[config.mk]
export PLATFORM = sky130hd
export DESIGN_NAME = sdram_wb_bridge
export DESIGN_NICKNAME = d
export VERILOG_FILES = /design/src/rtl/sdram_bridge_pkg.sv /design/src/rtl/sdram_init_seq.sv /design/src/rtl/sdram_wb_bridge.sv
export SDC_FILE = /design/constraint.sdc
export NUM_CORES = 1
export LEC_CHECK = 0
export BUFFER_PORTS_ARGS = -buffer_cell sky130_fd_sc_hd__clkbuf_2
export CAP_MARGIN = 10
export CORE_MARGIN = 3
export CORE_UTILIZATION = 47
export DETAILED_ROUTE_END_ITERATION = 6
export HOLD_SLACK_MARGIN = 0.05
export PLACE_DENSITY_LB_ADDON = 0.2
export SLEW_MARGIN = 20
export SYNTH_ARGS = -nofsm -noshare
export SYNTH_HDL_FRONTEND = slang
export SYNTH_SLANG_ARGS = --single-unit
[constraint.sdc]
create_clock -name clk_p -period 2.4 [get_ports clk_p]
set_clock_uncertainty 0.2 [all_clocks]
set_input_delay 0.48 -clock clk_p [delete_from_list [all_inputs] [get_ports clk_p]]
set_output_delay 0.48 -clock clk_p [all_outputs]
set_load 0.1 [all_outputs]
[src/rtl/sdram_bridge_pkg.sv]
// Shared types and constants for the Wishbone-to-SDRAM bridge.
//   state_t      : transaction FSM states
//   SD_ADDR_PAD  : zero pad above the word address in the controller byte address
//   sd_byte_addr : forms the 25-bit controller byte address from a word address
package sdram_bridge_pkg;

  typedef enum logic [2:0] {
    INIT = 3'd0,
    IDLE = 3'd1,
    REQ  = 3'd2,
    WAIT = 3'd3,
    ACK  = 3'd4
  } state_t;

  localparam int WB_ADR_W = 21;
  localparam int SD_ADDR_W = 25;
  localparam int DAT_W = 16;
  localparam logic [2:0] SD_ADDR_PAD = 3'b000;

  // Word address -> byte address; bit 0 is always zero for 16-bit words.
  function automatic logic [SD_ADDR_W-1:0] sd_byte_addr(input logic [WB_ADR_W-1:0] adr);
    return {SD_ADDR_PAD, adr, 1'b0};
  endfunction

endpackage

[src/rtl/sdram_init_seq.sv]
// Controller init sequencing for the SDRAM bridge.
//   clk_p, rst_n  : clock, async active-low reset
//   sdram_reset   : async re-init request (synchronised here)
//   sd_ready      : controller idle
//   init_rst      : synchronised re-init request, forces the bridge FSM to INIT
//   sd_init       : init request to the controller
//   sdram_ready   : sticky "controller initialised" flag
// INIT_DELAY must be >= 1.
import sdram_bridge_pkg::*;

module sdram_init_seq #(
  parameter int INIT_DELAY  = 3,
  parameter int SYNC_STAGES = 2
) (
  input  logic clk_p,
  input  logic rst_n,
  input  logic sdram_reset,
  input  logic sd_ready,
  output logic init_rst,
  output logic sd_init,
  output logic sdram_ready
);

  localparam int CW = (INIT_DELAY < 2) ? 1 : $clog2(INIT_DELAY);

  logic [SYNC_STAGES-1:0] sync_q;
  logic [CW-1:0]          cnt;

  assign init_rst = sync_q[SYNC_STAGES-1];

  // The chain resets to all ones so rst_n release behaves exactly like a
  // sdram_reset release: the delay count only starts once the chain flushes.
  always_ff @(posedge clk_p or negedge rst_n) begin
    if (!rst_n) begin
      sync_q      <= '1;
      cnt         <= '0;
      sd_init     <= 1'b1;
      sdram_ready <= 1'b0;
    end else begin
      sync_q <= (sync_q << 1) | SYNC_STAGES'(sdram_reset);
      if (init_rst) begin
        cnt         <= '0;
        sd_init     <= 1'b1;
        sdram_ready <= 1'b0;
      end else begin
        if (sd_init) begin
          if (cnt == CW'(INIT_DELAY - 1)) sd_init <= 1'b0;
          else                            cnt     <= cnt + 1'b1;
        end
        if (sd_ready && !sd_init) sdram_ready <= 1'b1;
      end
    end
  end

endmodule

[src/rtl/sdram_wb_bridge.sv]
// Wishbone-style 16-bit slave -> SDRAM controller rd/we level requests.
// Ports:
//   clk_p, rst_n                      : clock, async active-low reset
//   sdram_reset                       : async re-init request
//   wb_stb/we/sel/adr/dat_i           : kernel request, stb held until wb_ack
//   wb_dat_o, wb_ack                  : read data / completion
//   sdram_ready, timeout_err          : sticky status flags
//   sd_init/we/rd/wtbt/addr/din       : controller request side
//   sd_dout, sd_ready                 : controller response side
// Optional: define SDRAM_BRIDGE_TIMEOUT_EN to bound REQ+WAIT to TIMEOUT
// cycles (forced completion, reads return 0, timeout_err set). Without it
// timeout_err is tied low and REQ/WAIT wait indefinitely.
import sdram_bridge_pkg::*;

module sdram_wb_bridge #(
  parameter int INIT_DELAY  = 3,
  parameter int SYNC_STAGES = 2,
  parameter int TIMEOUT     = 1023
) (
  input  logic        clk_p,
  input  logic        rst_n,
  input  logic        sdram_reset,
  input  logic        wb_stb,
  input  logic        wb_we,
  input  logic [1:0]  wb_sel,
  input  logic [21:1] wb_adr,
  input  logic [15:0] wb_dat_i,
  output logic [15:0] wb_dat_o,
  output logic        wb_ack,
  output logic        sdram_ready,
  output logic        timeout_err,
  output logic        sd_init,
  output logic        sd_we,
  output logic        sd_rd,
  output logic [1:0]  sd_wtbt,
  output logic [24:0] sd_addr,
  output logic [15:0] sd_din,
  input  logic [15:0] sd_dout,
  input  logic        sd_ready
);

  state_t state;
  logic   init_rst;
  logic   req_we;
  logic   aborted;   // wb_stb dropped while the SDRAM cycle was in flight
  logic   busy;
  logic   to_hit;
  state_t done_st;

  sdram_init_seq #(
    .INIT_DELAY (INIT_DELAY),
    .SYNC_STAGES(SYNC_STAGES)
  ) u_init (
    .clk_p      (clk_p),
    .rst_n      (rst_n),
    .sdram_reset(sdram_reset),
    .sd_ready   (sd_ready),
    .init_rst   (init_rst),
    .sd_init    (sd_init),
    .sdram_ready(sdram_ready)
  );

  assign busy    = (state == REQ) || (state == WAIT);
  assign wb_ack  = (state == ACK) && wb_stb;
  // An abandoned transaction completes silently so a fresh stb is never
  // acked with stale data.
  assign done_st = (aborted || !wb_stb) ? IDLE : ACK;

`ifdef SDRAM_BRIDGE_TIMEOUT_EN
  localparam int TW = $clog2(TIMEOUT + 1);
  logic [TW-1:0] to_cnt;

  assign to_hit = busy && (to_cnt == TW'(TIMEOUT - 1));

  always_ff @(posedge clk_p or negedge rst_n) begin
    if (!rst_n) begin
      to_cnt      <= '0;
      timeout_err <= 1'b0;
    end else if (init_rst) begin
      to_cnt      <= '0;
      timeout_err <= 1'b0;
    end else begin
      to_cnt <= busy ? to_cnt + 1'b1 : '0;
      if (to_hit) timeout_err <= 1'b1;
    end
  end
`else
  logic unused_timeout;
  assign unused_timeout = (TIMEOUT != 0);
  assign to_hit         = 1'b0;
  assign timeout_err    = 1'b0;
`endif

  always_ff @(posedge clk_p or negedge rst_n) begin
    if (!rst_n) begin
      state    <= INIT;
      sd_we    <= 1'b0;
      sd_rd    <= 1'b0;
      sd_wtbt  <= '0;
      sd_addr  <= '0;
      sd_din   <= '0;
      wb_dat_o <= '0;
      req_we   <= 1'b0;
      aborted  <= 1'b0;
    end else if (init_rst) begin
      state   <= INIT;
      sd_we   <= 1'b0;
      sd_rd   <= 1'b0;
      aborted <= 1'b0;
    end else begin
      if (busy && !wb_stb) aborted <= 1'b1;
      case (state)
        INIT: if (!sd_init) state <= IDLE;
        IDLE: begin
          aborted <= 1'b0;
          if (wb_stb && sdram_ready && sd_ready) begin
            sd_addr <= sd_byte_addr(wb_adr);
            sd_din  <= wb_dat_i;
            sd_wtbt <= wb_we ? wb_sel : 2'b11;
            req_we  <= wb_we;
            if (wb_we && (wb_sel == 2'b00)) begin
              state <= ACK;  // nothing to write: complete without an SDRAM cycle
            end else begin
              sd_we <= wb_we;
              sd_rd <= !wb_we;
              state <= REQ;
            end
          end
        end
        REQ: begin
          if (to_hit) begin
            sd_we <= 1'b0;
            sd_rd <= 1'b0;
            if (!req_we) wb_dat_o <= '0;
            state <= done_st;
          end else if (!sd_ready) begin
            sd_we <= 1'b0;
            sd_rd <= 1'b0;
            state <= WAIT;
          end
        end
        WAIT: begin
          if (to_hit) begin
            if (!req_we) wb_dat_o <= '0;
            state <= done_st;
          end else if (sd_ready) begin
            if (!req_we) wb_dat_o <= sd_dout;
            state <= done_st;
          end
        end
        ACK: if (!wb_stb) state <= IDLE;
        default: state <= INIT;
      endcase
    end
  end

endmodule

==> flow_summary_export.csv, run 1 <==
group,metric,value,unit
status,run_status,"complete, no violations",
placement,dp_hpwl,4.38,mm
timing,layout_worst_path_cycle_share,85.1,%
critical_path,cp_num_buf_inv,2,
clocking,root_buffer,"sky130_fd_sc_hd__clkbuf_8",
timing,maxSlewHeadroom,63.0,%
timing,final_hold_viols,0,
routing,finalWirelength,5.84,mm
grt,overflow,0,
timing,setup_repair_after_global_routing_missed_its_margin,"false",
floorplanning,floorplan.core_area,5680,µm²
logic_synthesis,postSynth.topFlopCell,"sky130_fd_sc_hd__dfrtp_1",
critical_path,worst-setup-path-type,"flip-flop to primary output",
routing,route.antenna.remaining_nets,0,
job,max_cap_viol_count,0,
timing,worst_pin_slew,0.557,ns
min_path,hold_path_startpoint,"u_init.sync_q[0]$_DFF_PN1_",
logic_synthesis,syn_inst_count,195,
grt,grt_max_degree,69,
critical_path,critical_path.reg2reg.startpoint,"u_init.sync_q[1]$_DFF_PN1_",
final_layout,share_of_post_route_cells_with_drive_strength_above_1,62.4,%
clocking,tritoncts.num_buffers,9,
logic_synthesis,ys_warn_count,0,
grt,first_global_vias,2010,
floorplanning,start_util,50.3,%
critical_path,crit_path_top_delay_cell,"sky130_fd_sc_hd__dfrtp_1",
clocking,post_cts_sizing,0,
routing,routed-via-count,1994,
logic_synthesis,synth-edff-count,0,
grt,antenna_found_initial,0,
routing,first_pass_iters,4,
clocking,worst_setup_hold_path_clk_slew,0.06,ns
critical_path,worst-endpoint-arrival,1.36,ns
timing,setup_viol,0,
timing,period_needed,2.04,ns
final_layout,flow.area_growth_from_synthesis,31.2,%
clocking,htree_num_levels,3,
floorplanning,die-area,7040,µm²
critical_path,critical_path.top_delay_family,"buffers and inverters",
logic_synthesis,mappedNetlistArea,2850,µm²
placement,finalWeightedCongestion,0.833,
logic_synthesis,synth_area_per_cell,14.6,µm²
critical_path,timing.critical_path.to_type,"primary output",
critical_path,critical_path.max_stage_delay,0.35,ns
clocking,worst_case_clock_buffer_depth,2,
final_layout,fill_cells,468,
logic_synthesis,synth.ff_latch_count,68,
floorplanning,die_height,83.9,µm
critical_path,critical_path_required,1.72,ns
critical_path,r2r_slack,0.39,ns
logic_synthesis,share_of_the_yosys_chip_area_belonging_to_registers,59.8,%
floorplanning,chipWidth,83.9,µm
timing,finalSetupTns,0,ns
timing,clock.fmax,0.489,GHz
clocking,tritoncts_clock_tree,"built",
clocking,clk-insertion-delay-late,0.32,ns
final_layout,design.final.nets,387,
routing,wl_per_cell,14.5,µm
critical_path,start_kind,"flip-flop",
critical_path,path_cells,"buf_4, nand2_1, nor3_4, buf_4",
clocking,sinks_on_the_clock_net,68,
final_layout,number_of_antenna_cells_inserted,0,
grt,gr-usage-all-layers,17.4,%
routing,drt-vias-per-instance,4.96,
timing,timing.final.max_slew_violations,0,
grt,grt_pass1_wl,9.86,mm
routing,drt_iter0_drc,69,
routing,drt_drc_violations_left,0,
placement,numPortBuffers,120,
critical_path,critical-path-top-cell-by-count,"sky130_fd_sc_hd__buf_4",
critical_path,crit_path_max_fanout,12,
min_path,holdCritPathClass,"flip-flop to flip-flop",
floorplanning,ioPinCount,126,
logic_synthesis,synth_async_sr_flop_share,100,%
logic_synthesis,synthDistinctLibCells,37,
floorplanning,placementRows,27,
critical_path,crit_path_start,"state[2]$_DFFE_PN0P_",
## through the flow
step / setup WS, ns / util [%] / hold WS [ns] / cells / instance area (µm²)
floorplan: 0.114 / - / -0.0156 / 199 / 2880
global placement: 0.337 / 62.3 / 0.147 / 384 / 3540
detailed placement: 0.316 / 62.3 / 0.152 / 384 / 3540
CTS: 0.333 / 65.9 / 0.149 / 402 / 3740
global route: 0.265 / 65.9 / 0.159 / 402 / 3740
finish: 0.357 / 65.9 / 0.156 / 402 / 3740
## cells by family (layout without fill, tap and decap cells)
| kind of cell | count (synthesis) | in the layout | synth area share, % |
|---|---|---|---|
| and+or+nand+nor | 32 | 32 | 7.98 |
| adders and majority gates | 1 | 1 | 0.439 |
| DFF | 68 | 68 | 59.8 |
| muxes | 60 | 60 | 23.7 |
| buffers and inverters | 18 | 149 | 4.43 |
| AOI/OAI and AO/OA | 14 | 14 | 3.25 |
| xor gates and xnor gates | 1 | 1 | 0.307 |
| other | 1 | 5 | 0.131 |
## metal layers
layer | wire [µm] | up-vias | track usage, %
met4 | 78 | 0 | 7.02
met1 | 2460 | 954 | 21.7
met3 | 568 | 8 | 6.32
met5 | 0 | - | 0
met2 | 2740 | 94 | 27.6
li1 | - | 938 | -
## cells in the mapped netlist (all sizes together) (2+ instances only)
cell type  count  area share (%)
dfrtp         65              57
mux2          60              24
buf           12             3.6
nor3b          6             2.1
a21oi          5            0.88
nand2b         5             1.1
inv            4            0.53
nand2          4            0.53
nor2           4            0.53
nor3           4             1.1
dfstp          3             2.8
a211oi         2            0.53
clkbuf         2            0.26
o21ai          2            0.35
or3b           2            0.70
## state kept, by name (all words and copies together), names as in the netlist
name,flops
req_we,1
wb_dat_o,16
u_init.sd_init,1
sd_wtbt,2
aborted,1
state,3
sd_rd,1
u_init.sync_q,2
u_init.cnt,2
sd_din,16
u_init.sdram_ready,1
sd_addr,21
sd_we,1
## worst paths after layout
check                                              to  cells past startpoint
setup / recovery                               wb_ack                      4
hold / removal             u_init.sync_q[1]$_DFF_PN1_                      0
setup reg to reg               sd_wtbt[1]$_DFFE_PN0P_                      4
hold reg to reg            u_init.sync_q[1]$_DFF_PN1_                      0
max in group asynchronous    u_init.sd_init$_DFF_PN1_                      3
min in group asynchronous    wb_dat_o[14]$_DFFE_PN0P_                      3
## area by class of cell
| class | instances | area [µm²] | area share [%] |
|---|---|---|---|
| clock buffer | 11 | 131 | 3.51 |
| clock inverter | 5 | 52.6 | 1.40 |
| inverter | 4 | 15.0 | 0.401 |
| multi-input combinational | 113 | 1050 | 28.0 |
| sequential | 68 | 1710 | 45.6 |
| tap | 72 | 90.1 | 2.41 |
| timing repair buffer | 129 | 701 | 18.7 |
## what timing repair did
item / 4_1_cts / 5_1_grt
hold buffers: 2 / 0
buffers inserted: 0 / 0
endpoints found under the hold margin: 66 / 0
## cells in the final DEF (no fill, tap or decap), types with 2 or more instances in the layout
| cell type | instances |
|---|---|
| sky130_fd_sc_hd__clkbuf_2 | 118 |
| sky130_fd_sc_hd__dfrtp_1 | 65 |
| sky130_fd_sc_hd__mux2_2 | 56 |
| sky130_fd_sc_hd__clkbuf_8 | 9 |
| sky130_fd_sc_hd__buf_4 | 6 |
| sky130_fd_sc_hd__nand2b_1 | 5 |
| sky130_fd_sc_hd__a21oi_1 | 5 |
| sky130_fd_sc_hd__conb_1 | 5 |
| sky130_fd_sc_hd__nand2_1 | 4 |
| sky130_fd_sc_hd__inv_1 | 4 |
| sky130_fd_sc_hd__nor3b_1 | 4 |
| sky130_fd_sc_hd__nor2_1 | 4 |
| sky130_fd_sc_hd__mux2_1 | 4 |
| sky130_fd_sc_hd__clkinv_2 | 3 |
| sky130_fd_sc_hd__dfstp_2 | 3 |
| sky130_fd_sc_hd__nor3_4 | 2 |
| sky130_fd_sc_hd__nor3_1 | 2 |
| sky130_fd_sc_hd__o21ai_0 | 2 |
| sky130_fd_sc_hd__a211oi_1 | 2 |
| sky130_fd_sc_hd__clkbuf_1 | 2 |
| sky130_fd_sc_hd__dlygate4sd3_1 | 2 |
| sky130_fd_sc_hd__buf_12 | 2 |
## worst register-to-register path, delay by kind of cell (launching register included)
family,cells,cell delay [ns]
multiplexers,1,0.35
AND/OR/NAND/NOR,2,0.66
flip-flops,1,0.44
buffers and inverters,1,0.24
Power of run 1 is left out: the tool's default activity adds up to more than one toggle a clock period on the data nets, which glitch-free logic cannot reach.
==> inputs of run 2 (changes only) <==
--- a/config.mk
+++ b/config.mk
@@ -11,7 +11,7 @@
 export CORE_UTILIZATION = 47
 export DETAILED_ROUTE_END_ITERATION = 6
 export HOLD_SLACK_MARGIN = 0.05
-export PLACE_DENSITY_LB_ADDON = 0.2
+export PLACE_DENSITY = 0.85
 export SLEW_MARGIN = 20
 export SYNTH_ARGS = -nofsm -noshare
 export SYNTH_HDL_FRONTEND = slang
==> run 2 against run 1 <==
  * Clock-buffer cell count rose by 3
  * Register-to-register slack got worse by 0.03 ns
  * Cell area rose by 0.57%
  * Routed wire length rose by 0.51%
  * Utilization rose by 0.37 points
  * Critical endpoint unchanged
  * Highest routed layer unchanged
==> flow_summary_export.csv, run 2 (synthesized netlist as in run 1, its figures left out) <==
group,metric,value,unit
final_layout,design.final.nets,389,
clocking,number_of_setup_buffers_added_after_cts,0,
final_layout,top_register,"sd_addr",
timing,setup_viol,0,
critical_path,critical_path.max_stage_delay,0.34,ns
routing,finalWirelength,5.87,mm
timing,setup_repair_after_global_routing_missed_its_margin,"false",
final_layout,most_common_cell_after_layout_fill_and_taps_aside,"sky130_fd_sc_hd__clkbuf_2",
routing,drt-vias-per-instance,5.12,
grt,grt_use_met1,19.6,%
grt,use_met2,30.2,%
critical_path,worst-setup-path-type,"flip-flop to primary output",
floorplanning,floorplan.core_area,5680,µm²
grt,gr-max-usage-layer,"met2",
routing,first_pass_iters,6,
clocking,sinks_on_the_clock_net,68,
grt,grt_max_degree,35,
critical_path,cp_num_buf_inv,2,
grt,overflow,0,
final_layout,reg_top3,"sd_addr (21), sd_din (16), wb_dat_o (16)",
final_layout,fill_cells,427,
routing,drt_drc_violations_left,0,
final_layout,layout.cells.most_common_list,"118 x sky130_fd_sc_hd__clkbuf_2, 65 x sky130_fd_sc_hd__dfrtp_1, 56 x sky130_fd_sc_hd__mux2_2",
final_layout,ff_latch_area,1710,µm²
clocking,tritoncts_clock_tree,"built",
timing,finalSetupTns,0,ns
final_layout,flow.area_growth_from_synthesis,31.9,%
timing,layout_worst_path_cycle_share,85.2,%
final_layout,layout_utilization,66.3,%
critical_path,start_kind,"flip-flop",
placement,dp_hpwl,4.43,mm
routing,wl_per_cell,14.6,µm
critical_path,worst-endpoint-arrival,1.37,ns
job,max_cap_viol_count,0,
timing,timing.final.max_slew_violations,0,
floorplanning,placementRows,27,
grt,gr-usage-all-layers,17.8,%
critical_path,critical-path-top-cell-by-count,"sky130_fd_sc_hd__buf_4",
placement,numPortBuffers,120,
placement,dpl_worst_slack,0.280,ns
final_layout,multiInputGateArea,1050,µm²
critical_path,critical_path.top_delay_family,"buffers and inverters",
placement,detailed_place.area,3540,µm²
clocking,worst_setup_hold_path_clk_slew,0.06,ns
clocking,clk-insertion-delay-late,0.32,ns
grt,routing_usage_on_met3,7.60,%
floorplanning,start_util,50.3,%
grt,antenna_found_initial,0,
critical_path,crit_path_top_delay_cell,"sky130_fd_sc_hd__dfrtp_1",
timing,final_hold_viols,0,
clocking,tritoncts.num_buffers,9,
final_layout,share_of_post_route_cells_with_drive_strength_above_1,62.5,%
critical_path,timing.critical_path.to_type,"primary output",
floorplanning,ioPinCount,126,
critical_path,crit_path_max_fanout,12,
timing,clock.fmax,0.489,GHz
floorplanning,chipWidth,83.9,µm
final_layout,final_area,3760,µm²
status,run_status,"complete, no violations",
clocking,worst_case_clock_buffer_depth,2,
clocking,root_buffer,"sky130_fd_sc_hd__clkbuf_8",
grt,grt_pass1_wl,10.0,mm
final_layout,largest_reg_flops,21,
critical_path,path_cells,"buf_4, nand2_1, nor3_4, buf_4",
floorplanning,die_height,83.9,µm
final_layout,number_of_antenna_cells_inserted,0,
timing,period_needed,2.05,ns
placement,finalWeightedCongestion,0.745,
critical_path,critical_path_required,1.72,ns
clocking,htree_num_levels,3,
routing,routed-via-count,2064,
routing,drt_iter0_drc,64,
timing,maxSlewHeadroom,63.2,%
grt,first_global_vias,2207,
min_path,holdCritPathClass,"flip-flop to flip-flop",
floorplanning,die-area,7040,µm²
routing,route.antenna.remaining_nets,0,
timing,postLayoutSetupSlackWorst,0.355,ns
timing,worst_pin_slew,0.554,ns
-- run 2: cell count changes in the layout (fill, tap and decap cells not counted), sizes merged --
cell / before / now
clkbuf: 129 / 132
clkinv: 3 / 0
buf: 9 / 11
clkinvlp: 1 / 0
-- run 2: metrics by stage --
stage          hold WS (ns)  cells
2_1_floorplan       -0.0156    199
4_1_cts               0.158    403
3_3_place_gp          0.147    386
5_1_grt               0.143    403
6_report              0.157    403
3_5_place_dp          0.149    386
-- run 2: cell type report --
| type | count | share of cell area [%] |
|---|---|---|
| inverters | 4 | 0.399 |
| well taps | 72 | 2.39 |
| clock buffers | 14 | 4.59 |
| flip-flops and latches | 68 | 45.3 |
| repair buffers | 131 | 18.7 |
| clock inverters | 1 | 0.798 |
| multi-input cells | 113 | 27.8 |
-- run 2: worst paths after layout --
kind / slack (ns) / cells past startpoint / endpoint / startpoint
worst max-delay path: 0.35 / 4 / wb_ack / state[2]$_DFFE_PN0P_
worst min-delay path: 0.16 / 0 / u_init.sync_q[1]$_DFF_PN1_ / u_init.sync_q[0]$_DFF_PN1_
worst max register to register: 0.36 / 4 / sd_addr[10]$_DFFE_PN0P_ / state[2]$_DFFE_PN0P_
worst min register to register: 0.16 / 0 / u_init.sync_q[1]$_DFF_PN1_ / u_init.sync_q[0]$_DFF_PN1_
max in group asynchronous: 1.12 / 3 / u_init.sync_q[0]$_DFF_PN1_ / rst_n
min in group asynchronous: 0.54 / 3 / sd_rd$_DFFE_PN0P_ / rst_n
-- run 2: layer usage --
metal  up-vias  wire [µm]
li1        948          -
met1      1002       2340
met2       108       2930
met3         6        531
met4         0         68
met5         -          0
-- run 2: worst register-to-register path: stages, from the launching register on --
cell	delay, ns
sky130_fd_sc_hd__dfrtp_1	0.37
sky130_fd_sc_hd__or3b_4	0.42
sky130_fd_sc_hd__nor3_4	0.23
sky130_fd_sc_hd__buf_4	0.32
sky130_fd_sc_hd__mux2_2	0.38
-- run 2: timing repair --
| action | in CTS | in global routing |
|---|---|---|
| hold endpoints to repair | 66 | 0 |
| hold buffers | 2 | 0 |
| resized for setup | 0 | 0 |
Power of run 2 is left out for the same reason.
==> inputs of run 3 (changes only) <==
--- a/config.mk
+++ b/config.mk
@@ -11,8 +11,9 @@
 export CORE_UTILIZATION = 47
 export DETAILED_ROUTE_END_ITERATION = 6
 export HOLD_SLACK_MARGIN = 0.05
-export PLACE_DENSITY = 0.85
+export PLACE_DENSITY = 0.84
 export SLEW_MARGIN = 20
 export SYNTH_ARGS = -nofsm -noshare
 export SYNTH_HDL_FRONTEND = slang
+export SYNTH_HIERARCHICAL = 1
 export SYNTH_SLANG_ARGS = --single-unit
==> run 3 against run 2 <==
  * Worst hold slack gained 0.0097 ns
  * Routed wire length up 4.4%
  * Global-route usage fell by 0.54 points
  * Sequential share of layout area shrank 1.4 points
  * Synthesized area is 5.0% higher
  * Cell area is 3.3% higher
  * Fmax fell by 8.1%
  * Final cell count grew 0.99%
  * Clock-buffer cell count down 4
  * Setup slack got worse by 0.18 ns
  * Critical path type unchanged
  * Critical endpoint unchanged
  * Highest routed layer unchanged
==> flow_summary_export.csv, run 3 <==
group,metric,value,unit
status,run_status,"complete, no violations",
critical_path,critical_path_required,1.72,ns
logic_synthesis,synth_area_per_cell,15.2,µm²
logic_synthesis,leading_cell_types_by_count_after_synthesis,"65 x sky130_fd_sc_hd__dfrtp_1, 38 x sky130_fd_sc_hd__mux2_4, 22 x sky130_fd_sc_hd__mux2_2, 7 x sky130_fd_sc_hd__buf_4, 6 x sky130_fd_sc_hd__nand2_1",
clocking,worst_case_clock_buffer_depth,2,
clocking,root_buffer,"sky130_fd_sc_hd__clkbuf_8",
final_layout,share_of_post_route_cells_with_drive_strength_above_1,63.6,%
routing,route.antenna.remaining_nets,0,
grt,overflow,0,
job,max_cap_viol_count,0,
timing,worst_pin_slew,0.554,ns
final_layout,largest_reg_flops,21,
critical_path,worst_reg2reg_path_length_in_cells,4,
placement,dp_hpwl,4.56,mm
logic_synthesis,synth-edff-count,0,
timing,maxSlewHeadroom,63.2,%
logic_synthesis,synthDominantAreaCellType,"sky130_fd_sc_hd__dfrtp_1",
grt,grt_pass1_wl,9.84,mm
final_layout,number_of_antenna_cells_inserted,0,
final_layout,layout.cells.most_common_list,"119 x sky130_fd_sc_hd__clkbuf_2, 64 x sky130_fd_sc_hd__dfrtp_1, 38 x sky130_fd_sc_hd__mux2_4",
clocking,tritoncts.num_buffers,9,
floorplanning,placementRows,28,
floorplanning,ioPinCount,126,
floorplanning,die-area,7370,µm²
routing,drt_iter0_drc,68,
logic_synthesis,share_of_the_yosys_chip_area_belonging_to_registers,56.9,%
routing,routed-via-count,1998,
timing,layout_worst_path_cycle_share,92.8,%
final_layout,top_register,"sd_addr",
routing,drt-vias-per-instance,4.91,
final_layout,flow.area_growth_from_synthesis,29.7,%
final_layout,most_common_cell_after_layout_fill_and_taps_aside,"sky130_fd_sc_hd__clkbuf_2",
grt,antenna_found_initial,0,
timing,timing.final.max_slew_violations,0,
final_layout,fill_cells,470,
critical_path,worst-setup-path-type,"flip-flop to primary output",
logic_synthesis,ys_warn_count,6,
clocking,tritoncts_clock_tree,"built",
critical_path,worst-endpoint-arrival,1.55,ns
timing,setup_repair_after_global_routing_missed_its_margin,"false",
logic_synthesis,syn_inst_count,197,
clocking,clk-insertion-delay-late,0.33,ns
logic_synthesis,mappedNetlistArea,3000,µm²
clocking,htree_num_levels,3,
placement,numPortBuffers,120,
final_layout,multiInputGateArea,1150,µm²
floorplanning,die_height,85.9,µm
timing,final_hold_viols,0,
min_path,hold_path_startpoint,"wb_adr[16]",
logic_synthesis,postSynth.topFlopCell,"sky130_fd_sc_hd__dfrtp_1",
critical_path,timing.critical_path.to_type,"primary output",
timing,period_needed,2.23,ns
floorplanning,start_util,49.4,%
logic_synthesis,synth.ff_latch_count,68,
grt,first_global_vias,2031,
logic_synthesis,synthDominantCellAreaShare,54.3,%
final_layout,ff_latch_area,1710,µm²
logic_synthesis,synth_async_sr_flop_share,100,%
floorplanning,chipWidth,85.9,µm
final_layout,reg_top3,"sd_addr (21), sd_din (16), wb_dat_o (16)",
critical_path,crit_path_max_fanout,13,
min_path,holdCritPathClass,"primary input to flip-flop",
logic_synthesis,yosys.cell_count.top_type,"sky130_fd_sc_hd__dfrtp_1",
logic_synthesis,synthDistinctLibCells,33,
timing,finalSetupTns,0,ns
critical_path,critical_path.reg2reg.startpoint,"u_init/sync_q[1]$_DFF_PN1_",
grt,gr-usage-all-layers,17.3,%
routing,wl_per_cell,15.1,µm
timing,setup_viol,0,
clocking,sinks_on_the_clock_net,68,
critical_path,crit_path_start,"state[1]$_DFFE_PN0P_",
routing,drt_drc_violations_left,0,
logic_synthesis,synth.top_cells.by_area,"sky130_fd_sc_hd__dfrtp_1 54%, sky130_fd_sc_hd__mux2_4 19%, sky130_fd_sc_hd__mux2_2 8.3%, sky130_fd_sc_hd__dfstp_2 2.6%, sky130_fd_sc_hd__buf_12 2.0%",
final_layout,design.final.nets,389,
placement,finalWeightedCongestion,0.870,
routing,first_pass_iters,4,
critical_path,start_kind,"flip-flop",
min_path,worstHoldPathCells,2,
floorplanning,floorplan.core_area,6060,µm²
clocking,worst_setup_hold_path_clk_slew,0.08,ns
grt,grt_max_degree,28,
routing,finalWirelength,6.13,mm
timing,clock.fmax,0.449,GHz
## run 3: cell types whose count changed in the layout (fill, tap and decap cells not counted), moves of 4 or more
cell / change
sky130_fd_sc_hd__mux2_4: +38
sky130_fd_sc_hd__mux2_1: -4
sky130_fd_sc_hd__mux2_2: -34
sky130_fd_sc_hd__buf_4: -5
sky130_fd_sc_hd__clkinv_2: +4
## run 3: cell families (layout without fill, tap and decap cells)
logic type | count (synthesis) | count (layout) | synth area share [%]
mux | 60 | 60 | 27.3
simple gates | 36 | 36 | 7.01
flops | 68 | 68 | 56.9
other cells | 1 | 5 | 0.125
fa+ha+maj | 1 | 1 | 0.417
buf+inv | 19 | 150 | 5.64
compound gates | 12 | 12 | 2.59
## run 3: what timing repair did
item,in CTS,in global routing
endpoints found under the hold margin,21,0
gates resized for setup,0,0
hold buffers,2,0
setup buffers,0,0
## run 3: layer usage
layer / vias up / share of wire (%) / global-route usage (%)
li1: 936 / - / -
met1: 965 / 41 / 21.8
met2: 83 / 50 / 27.8
met3: 14 / 6.8 / 4.90
met4: 0 / 2.0 / 7.77
met5: - / 0 / 0
## run 3: per-stage QoR
step	area, µm²	setup WS (ns)	hold WS (ns)	utilization [%]	instances
after global routing	3890	0.102	0.143	64.1	407
after global placement	3660	0.239	0.150	60.4	389
after detailed placement	3660	0.222	0.152	60.4	389
after floorplan	3020	0.237	-0.0156	-	201
final	3890	0.173	0.167	64.1	407
after CTS	3890	0.156	0.148	64.1	407
## run 3: layout make-up
type	instances	share of cell area [%]
multi-input cells	114	29.6
flip-flops and latches	68	43.9
inverters	5	0.483
clock inverters	6	2.06
well taps	75	2.41
repair buffers	129	18.3
clock buffers	10	3.28
## run 3: path summary, 6_finish.rpt
check	end	slack [ns]
max in group asynchronous	sd_din[2]$_DFFE_PN0P_	0.79
hold reg to reg	u_init/sync_q[1]$_DFF_PN1_	0.17
setup reg to reg	sd_din[0]$_DFFE_PN0P_	0.20
min in group asynchronous	wb_dat_o[1]$_DFFE_PN0P_	0.46
setup / recovery	wb_ack	0.17
hold / removal	sd_addr[16]$_DFFE_PN0P_	0.17
## run 3: critical path: stages, from the launching register on
cell and delay, ns:
sky130_fd_sc_hd__dfrtp_1 0.53, sky130_fd_sc_hd__nor3_4 0.21, sky130_fd_sc_hd__clkbuf_2 0.47
Power of run 3 is left out for the same reason.
